==> src/rtl/clause_table_scanner_pkg.sv <==
// clause_table_scanner_pkg
//   Shared types and sizing for the clause table scanner.
//   CLAUSE_TABLE_BITS / MAX_CLAUSES_BITS are system-wide widths. They are
//   defined here only when the build has not already provided them.
//   Contents:
//     scan_state_t  - scanner FSM state encoding
//     scan_entry_t  - one skid FIFO word {clause, last}
//     SKID_DEPTH    - skid FIFO depth (only 2 is supported)

`ifndef CLAUSE_TABLE_BITS
`define CLAUSE_TABLE_BITS 6
`endif

`ifndef MAX_CLAUSES_BITS
`define MAX_CLAUSES_BITS 10
`endif

package clause_table_scanner_pkg;

    localparam int TBL_W      = `CLAUSE_TABLE_BITS;
    localparam int CL_W       = `MAX_CLAUSES_BITS;
    localparam int SKID_DEPTH = 2;

    typedef enum logic [1:0] {
        IDLE  = 2'd0,
        ISSUE = 2'd1,
        DRAIN = 2'd2,
        ERROR = 2'd3
    } scan_state_t;

    typedef struct packed {
        logic [CL_W-1:0] clause;
        logic            last;
    } scan_entry_t;

endpackage

==> src/rtl/scan_skid_fifo.sv <==
// scan_skid_fifo
//   Two-entry FIFO that absorbs the one-cycle table read latency while the
//   clause evaluator back-pressures. Push and pop in the same cycle are both
//   honoured, including when the FIFO is full. Flush empties it and drops any
//   push of that cycle.
//   Ports:
//     clock, reset      - clock, asynchronous active-low reset
//     push, push_data   - write one entry
//     pop               - remove head entry (ignored when empty)
//     flush             - discard all contents
//     head              - current head entry
//     empty, full, count - occupancy status

module scan_skid_fifo
    import clause_table_scanner_pkg::*;
#(
    parameter int DEPTH = SKID_DEPTH
) (
    input  logic        clock,
    input  logic        reset,
    input  logic        push,
    input  scan_entry_t push_data,
    input  logic        pop,
    input  logic        flush,
    output scan_entry_t head,
    output logic        empty,
    output logic        full,
    output logic [1:0]  count
);

    localparam logic [1:0] DEPTH_CNT = 2'(DEPTH);

    scan_entry_t mem_q [2];
    scan_entry_t mem_d [2];
    logic        wr_ptr_q, wr_ptr_d;
    logic        rd_ptr_q, rd_ptr_d;
    logic [1:0]  count_q, count_d;
    logic        do_push, do_pop;

    always_comb begin
        do_pop   = pop && (count_q != 2'd0);
        // A full FIFO may still accept a push when its head leaves this cycle.
        do_push  = push && ((count_q != DEPTH_CNT) || do_pop);
        mem_d    = mem_q;
        wr_ptr_d = wr_ptr_q;
        rd_ptr_d = rd_ptr_q;
        count_d  = count_q;
        if (flush) begin
            wr_ptr_d = 1'b0;
            rd_ptr_d = 1'b0;
            count_d  = 2'd0;
        end else begin
            if (do_push) begin
                mem_d[wr_ptr_q] = push_data;
                wr_ptr_d        = !wr_ptr_q;
            end
            if (do_pop) begin
                rd_ptr_d = !rd_ptr_q;
            end
            case ({do_push, do_pop})
                2'b10:   count_d = count_q + 2'd1;
                2'b01:   count_d = count_q - 2'd1;
                default: count_d = count_q;
            endcase
        end
    end

    always_ff @(posedge clock or negedge reset) begin
        if (!reset) begin
            for (int i = 0; i < 2; i++) begin
                mem_q[i] <= '0;
            end
            wr_ptr_q <= 1'b0;
            rd_ptr_q <= 1'b0;
            count_q  <= 2'd0;
        end else begin
            mem_q    <= mem_d;
            wr_ptr_q <= wr_ptr_d;
            rd_ptr_q <= rd_ptr_d;
            count_q  <= count_d;
        end
    end

    assign head  = mem_q[rd_ptr_q];
    assign empty = (count_q == 2'd0);
    assign full  = (count_q == DEPTH_CNT);
    assign count = count_q;

endmodule

==> src/rtl/clause_table_scanner.sv <==
// clause_table_scanner
//   Walks a contiguous range of clause_table entries and streams the returned
//   clause indices to the clause evaluator over valid/ready.
//   Ports:
//     clock, reset            - clock, asynchronous active-low reset
//     start, start_index,
//     count, abort            - scan control from the solver controller
//     busy, done, scan_error  - scan status to the solver controller
//     tbl_read, tbl_index     - read request to clause_table
//     tbl_clause, tbl_error   - clause_table response, one cycle after read
//     clause_valid/ready/out,
//     clause_last             - clause stream to the evaluator
//   CLAUSE_BITS must equal the package entry width (MAX_CLAUSES_BITS).
//
//   state | meaning
//   ------+---------------------------------------------------------------
//   IDLE  | waiting for start; a zero-length start only pulses done
//   ISSUE | issuing reads while the skid FIFO has room for the response
//   DRAIN | all reads issued; waiting for the last-tagged word to leave
//   ERROR | table flagged an error; scan_error is high for this one cycle

module clause_table_scanner
    import clause_table_scanner_pkg::*;
#(
    parameter int TABLE_BITS  = `CLAUSE_TABLE_BITS,
    parameter int CLAUSE_BITS = `MAX_CLAUSES_BITS,
    parameter int BUF_DEPTH   = SKID_DEPTH
) (
    input  logic                   clock,
    input  logic                   reset,
    input  logic                   start,
    input  logic [TABLE_BITS-1:0]  start_index,
    input  logic [TABLE_BITS:0]    count,
    input  logic                   abort,
    output logic                   busy,
    output logic                   done,
    output logic                   scan_error,
    output logic                   tbl_read,
    output logic [TABLE_BITS-1:0]  tbl_index,
    input  logic [CLAUSE_BITS-1:0] tbl_clause,
    input  logic                   tbl_error,
    output logic                   clause_valid,
    input  logic                   clause_ready,
    output logic [CLAUSE_BITS-1:0] clause_out,
    output logic                   clause_last
);

    localparam logic [TABLE_BITS-1:0] IDX_ONE = TABLE_BITS'(1);
    localparam logic [TABLE_BITS:0]   REM_ONE = (TABLE_BITS + 1)'(1);

    scan_state_t           state_q, state_d;
    logic [TABLE_BITS-1:0] next_idx_q, next_idx_d;
    logic [TABLE_BITS:0]   remaining_q, remaining_d;
    logic                  in_flight_q, in_flight_d;
    logic                  last_in_flight_q, last_in_flight_d;
    logic                  done_zero_q, done_zero_d;

    scan_entry_t           fifo_head;
    scan_entry_t           push_entry;
    logic                  fifo_empty, fifo_full;
    logic                  fifo_push, fifo_pop, fifo_flush;
    logic [1:0]            fifo_count;

    logic                  scanning, resp_live, resp_err, last_pop;
    logic [2:0]            occ_sum;

    scan_skid_fifo #(
        .DEPTH (BUF_DEPTH)
    ) u_fifo (
        .clock     (clock),
        .reset     (reset),
        .push      (fifo_push),
        .push_data (push_entry),
        .pop       (fifo_pop),
        .flush     (fifo_flush),
        .head      (fifo_head),
        .empty     (fifo_empty),
        .full      (fifo_full),
        .count     (fifo_count)
    );

    always_comb begin
        scanning  = (state_q == ISSUE) || (state_q == DRAIN);
        fifo_pop  = !fifo_empty && clause_ready;
        // Responses that land after an abort or error are stale and dropped.
        resp_live = in_flight_q && scanning;
        resp_err  = resp_live && tbl_error;
        last_pop  = (state_q == DRAIN) && fifo_pop && fifo_head.last && !abort;

        // Issue only if the response will find a free slot: occupancy after
        // this cycle's pop plus the word already in flight must stay below 2.
        // Counting the pop keeps one clause per cycle under ready=1.
        occ_sum  = {1'b0, fifo_count} + {2'b00, in_flight_q};
        tbl_read = (state_q == ISSUE) && !abort && !resp_err
                   && (remaining_q != '0)
                   && (occ_sum < (3'd2 + {2'b00, fifo_pop}));

        fifo_flush        = (abort && (state_q != IDLE)) || resp_err;
        fifo_push         = resp_live && !tbl_error && (!fifo_full || fifo_pop);
        push_entry.clause = tbl_clause;
        push_entry.last   = last_in_flight_q;

        state_d          = state_q;
        next_idx_d       = next_idx_q;
        remaining_d      = remaining_q;
        in_flight_d      = tbl_read;
        last_in_flight_d = tbl_read && (remaining_q == REM_ONE);
        done_zero_d      = 1'b0;

        unique case (state_q)
            IDLE: begin
                if (start && !abort) begin
                    if (count != '0) begin
                        next_idx_d  = start_index;
                        remaining_d = count;
                        state_d     = ISSUE;
                    end else begin
                        done_zero_d = 1'b1;
                    end
                end
            end
            ISSUE: begin
                if (abort) begin
                    state_d = IDLE;
                end else if (resp_err) begin
                    state_d = ERROR;
                end else if (tbl_read) begin
                    next_idx_d  = next_idx_q + IDX_ONE;
                    remaining_d = remaining_q - REM_ONE;
                    if (remaining_q == REM_ONE) begin
                        state_d = DRAIN;
                    end
                end
            end
            DRAIN: begin
                if (abort) begin
                    state_d = IDLE;
                end else if (resp_err) begin
                    state_d = ERROR;
                end else if (last_pop) begin
                    state_d = IDLE;
                end
            end
            ERROR: begin
                state_d = IDLE;
            end
            default: begin
                state_d = IDLE;
            end
        endcase
    end

    always_ff @(posedge clock or negedge reset) begin
        if (!reset) begin
            state_q          <= IDLE;
            next_idx_q       <= '0;
            remaining_q      <= '0;
            in_flight_q      <= 1'b0;
            last_in_flight_q <= 1'b0;
            done_zero_q      <= 1'b0;
        end else begin
            state_q          <= state_d;
            next_idx_q       <= next_idx_d;
            remaining_q      <= remaining_d;
            in_flight_q      <= in_flight_d;
            last_in_flight_q <= last_in_flight_d;
            done_zero_q      <= done_zero_d;
        end
    end

    assign busy         = (state_q != IDLE);
    assign scan_error   = (state_q == ERROR);
    assign done         = done_zero_q || last_pop;
    assign tbl_index    = next_idx_q;
    assign clause_valid = !fifo_empty;
    // Gate the head so an empty FIFO always presents zeros downstream.
    assign clause_out   = fifo_empty ? '0 : fifo_head.clause;
    assign clause_last  = !fifo_empty && fifo_head.last;

endmodule

==> config.mk <==
export PLATFORM = sky130hd
export DESIGN_NAME = clause_table_scanner
export DESIGN_NICKNAME = d
export VERILOG_FILES = /design/src/rtl/clause_table_scanner_pkg.sv /design/src/rtl/scan_skid_fifo.sv /design/src/rtl/clause_table_scanner.sv
export SDC_FILE = /design/constraint.sdc
export NUM_CORES = 1
export LEC_CHECK = 0
export BUFFER_PORTS_ARGS = -buffer_cell sky130_fd_sc_hd__buf_2
export CAP_MARGIN = 20
export CORE_UTILIZATION = 45
export DETAILED_ROUTE_END_ITERATION = 8
export PLACE_DENSITY = 0.67
export SYNTH_ARGS = -nofsm -noshare
export SYNTH_HDL_FRONTEND = slang
export SYNTH_SLANG_ARGS = --single-unit
==> constraint.sdc <==
create_clock -name clock -period 6.95 [get_ports clock]
set_input_delay 0.3475 -clock clock [delete_from_list [all_inputs] [get_ports clock]]
set_output_delay 0.3475 -clock clock [all_outputs]
set_load 0.05 [all_outputs]
==> qor.txt <==
Status: completed
Antenna Cells: 0
Worst Skew: 5.007 ps
Max-slew headroom: 27.23%
Unrepaired setup endpoints after global routing: no
Die X: 78.58 microns
Yosys warnings: 0
Post-synth EDFFs: 0
DRC viols: 0
DP Wirelength: 4260 microns
Commonest register cell after synthesis: dfrtp_1
Worst-Skew Late Latency: 300 ps
Post-CTS Setup Inserts: 0
Gr ovfl total: 0
CP arrival: 2850 ps
Core Box Area: 5574 sq um
Post-route cell area: 3057 sq um
Fillers: 531
Hold violation count in the final report: 0
Post-synth ARST share: 100.0%
Final hold slack: 287.8 ps
First-pass GRT wire length: 9791 microns
Sequential element share of the synthesized area: 41.73%
Worst hold path class: primary input to register
Largest net degree at the start of global routing: 45
CTS Buffer Depth: 2
Clock sink total: 44
Crit path launch type: register
Gp weighted congestion: 0.8838
Routed vias: 2180
Final period util: 45.96%
Antenna violations before repair: 0
Final #Nets: 351
Leak Pwr: 1.420 nW
Syn nets: 303
Post-synth top area share: 41.73%
Initial core utilization: 47.34%
Fmax achieved: 0.3131 GHz
#FFs+latches synth: 44
Synth top cells by count: 44 x dfrtp_1, 35 x nor2_1, 23 x mux2_2, 12 x a21oi_1, 12 x mux2i_1
Gr usage total: 20.42%
Critical Path Sink Type: primary output
Drt first-iter violations: 70
Post-Place Setup Slack: 4108 ps
Layout cells sized above 1: 29.62%
Die span in y: 78.58 microns
Setup TNS: 0 ps
Syn avg cell area: 9.958 sq um
Drt total wl: 5832 microns
Final setup fails: 0
Drt first pass iters: 4
Layout area overhead: 15.84%
Largest area contributor in the netlist: dfrtp_1
Critical path type: register to primary output
Slew Limit Fails: 0
Count of cell types in the netlist: 56
CTS buffer count: 5
Final Util: 54.84%
Post-DP Area: 2910 sq um
Row count: 27
ANT nets after route: 0
Placed instance count: 376
Mapped cell area: 2639 sq um
Least-Margin Pin Slew: 1082 ps
Root Buffer: clkbuf_8
Fin cells: 386
Vias in the first global route: 2081
IO Count: 51
CTS tree: done
Clock transition at the registers of the reported paths: 90 ps
Syn Inst Count: 265
Die ar.: 6174 sq um
Max Cap Viol: 0
Crit Path Max Fanout: 26
H-tree depth: 2
Final Power: 1.256 mW
PnR worst setup slack: 3756 ps
Most frequent cell after synthesis: dfrtp_1
Wirelength per Cell: 15.11 microns
Min cycle time layout: 3194 ps
Number of port buffers: 50
Vias per cell: 5.648
WP data required: 6600 ps
Power Density: 410.9 nW/um^2
VDD IR max: 269.3 uV
Ranking of synthesized cells by area: dfrtp_1 42%, mux2_2 9.8%, nor2_1 5.0%, mux2i_1 4.6%, ha_1 4.3%
==> final timing paths <==
| path | end | cells after the start | slack, ps | start |
|---|---|---|---|---|
| max | tbl_read | 8 | 3760 | state_q[1] |
| min | u_fifo.mem_q[18] | 2 | 290 | tbl_clause[6] |
| max reg2reg | remaining_q[4] | 9 | 4200 | state_q[1] |
| min reg2reg | u_fifo.mem_q[0] | 1 | 500 | last_in_flight_q |
| max in group asynchronous | u_fifo.mem_q[11] | 3 | 6010 | reset |
| min in group asynchronous | done_zero_q | 2 | 470 | reset |
==> state kept, by name (all words and copies together), names as in the netlist <==
register	count
u_fifo.rd_ptr_q	1
u_fifo.wr_ptr_q	1
done_zero_q	1
u_fifo.count	2
state_q	2
last_in_flight_q	1
remaining_q	7
tbl_index	6
in_flight_q	1
u_fifo.mem_q	22
==> where the power goes <==
group / leakage, nW / internal (mW) / total [mW] / switching, mW
Clock: 0.0583 / 0.108 / 0.199 / 0.0910
Sequential: 0.559 / 0.343 / 0.434 / 0.0911
Combinational: 0.803 / 0.237 / 0.623 / 0.386
Total: 1.42 / 0.688 / 1.26 / 0.568
==> repair_timing <==
item                      in CTS  in global routing
hold buffers                   0                  1
hold endpoints to repair       0                 12
gates resized for setup        0                  0
==> per-layer routing <==
| metal | wire length (microns) | vias to the layer above | GRT usage, % |
|---|---|---|---|
| met5 | 0 | - | 0 |
| met4 | 107 | 0 | 7.963 |
| li1 | - | 1070 | - |
| met3 | 206 | 11 | 3.837 |
| met1 | 2658 | 1045 | 26.27 |
| met2 | 2859 | 54 | 33.74 |
==> critical path: stages (launching register included) <==
cell and delay, ps:
dfrtp_1 420, inv_1 90, ha_1 140, buf_4 270
inv_4 90, or3_4 400, or4_1 630, inv_6 200
buf_2 280
==> cell families after synthesis <==
group                      after synthesis  synth area share [%]
adders and majority gates                9                 4.268
AOI/OAI and AO/OA                       60                 16.69
buffers and inverters                   26                 5.311
DFF                                     44                 41.73
muxes                                   35                 14.37
xor gates and xnor gates                 3                0.9959
and+or+nand+nor                         88                 16.64
==> placed cells by master (no fill, tap or decap), types with 3 or more instances in the layout <==
master | netlist | layout
inv_1 | 11 | 11
a21boi_0 | 3 | 3
a22o_1 | 3 | 3
o21ai_0 | 8 | 8
dfrtp_1 | 44 | 44
nor4_1 | 5 | 5
clkbuf_8 | 0 | 5
a21oi_1 | 12 | 12
o22a_1 | 3 | 3
nand3_1 | 9 | 9
ha_1 | 9 | 9
nand2b_1 | 3 | 3
buf_2 | 2 | 50
nor2_1 | 35 | 35
o211ai_1 | 3 | 3
mux2i_1 | 12 | 12
a21o_1 | 3 | 3
or4_1 | 3 | 3
nor3_1 | 8 | 8
mux2_2 | 23 | 23
a211oi_1 | 3 | 3
a22oi_1 | 3 | 3
and3_1 | 5 | 5
nand2_1 | 8 | 8
==> final cells by class <==
class | count | area, sq um | area share [%]
Clock inverter | 3 | 47.55 | 1.555
Inverter | 13 | 56.30 | 1.842
Sequential cell | 44 | 1101 | 36.02
Multi-Input combinational cell | 195 | 1398 | 45.72
Timing Repair Buffer | 54 | 295.3 | 9.660
Tap cell | 72 | 90.09 | 2.947
Clock buffer | 5 | 68.82 | 2.251
(Power assumes the default switching activity.)
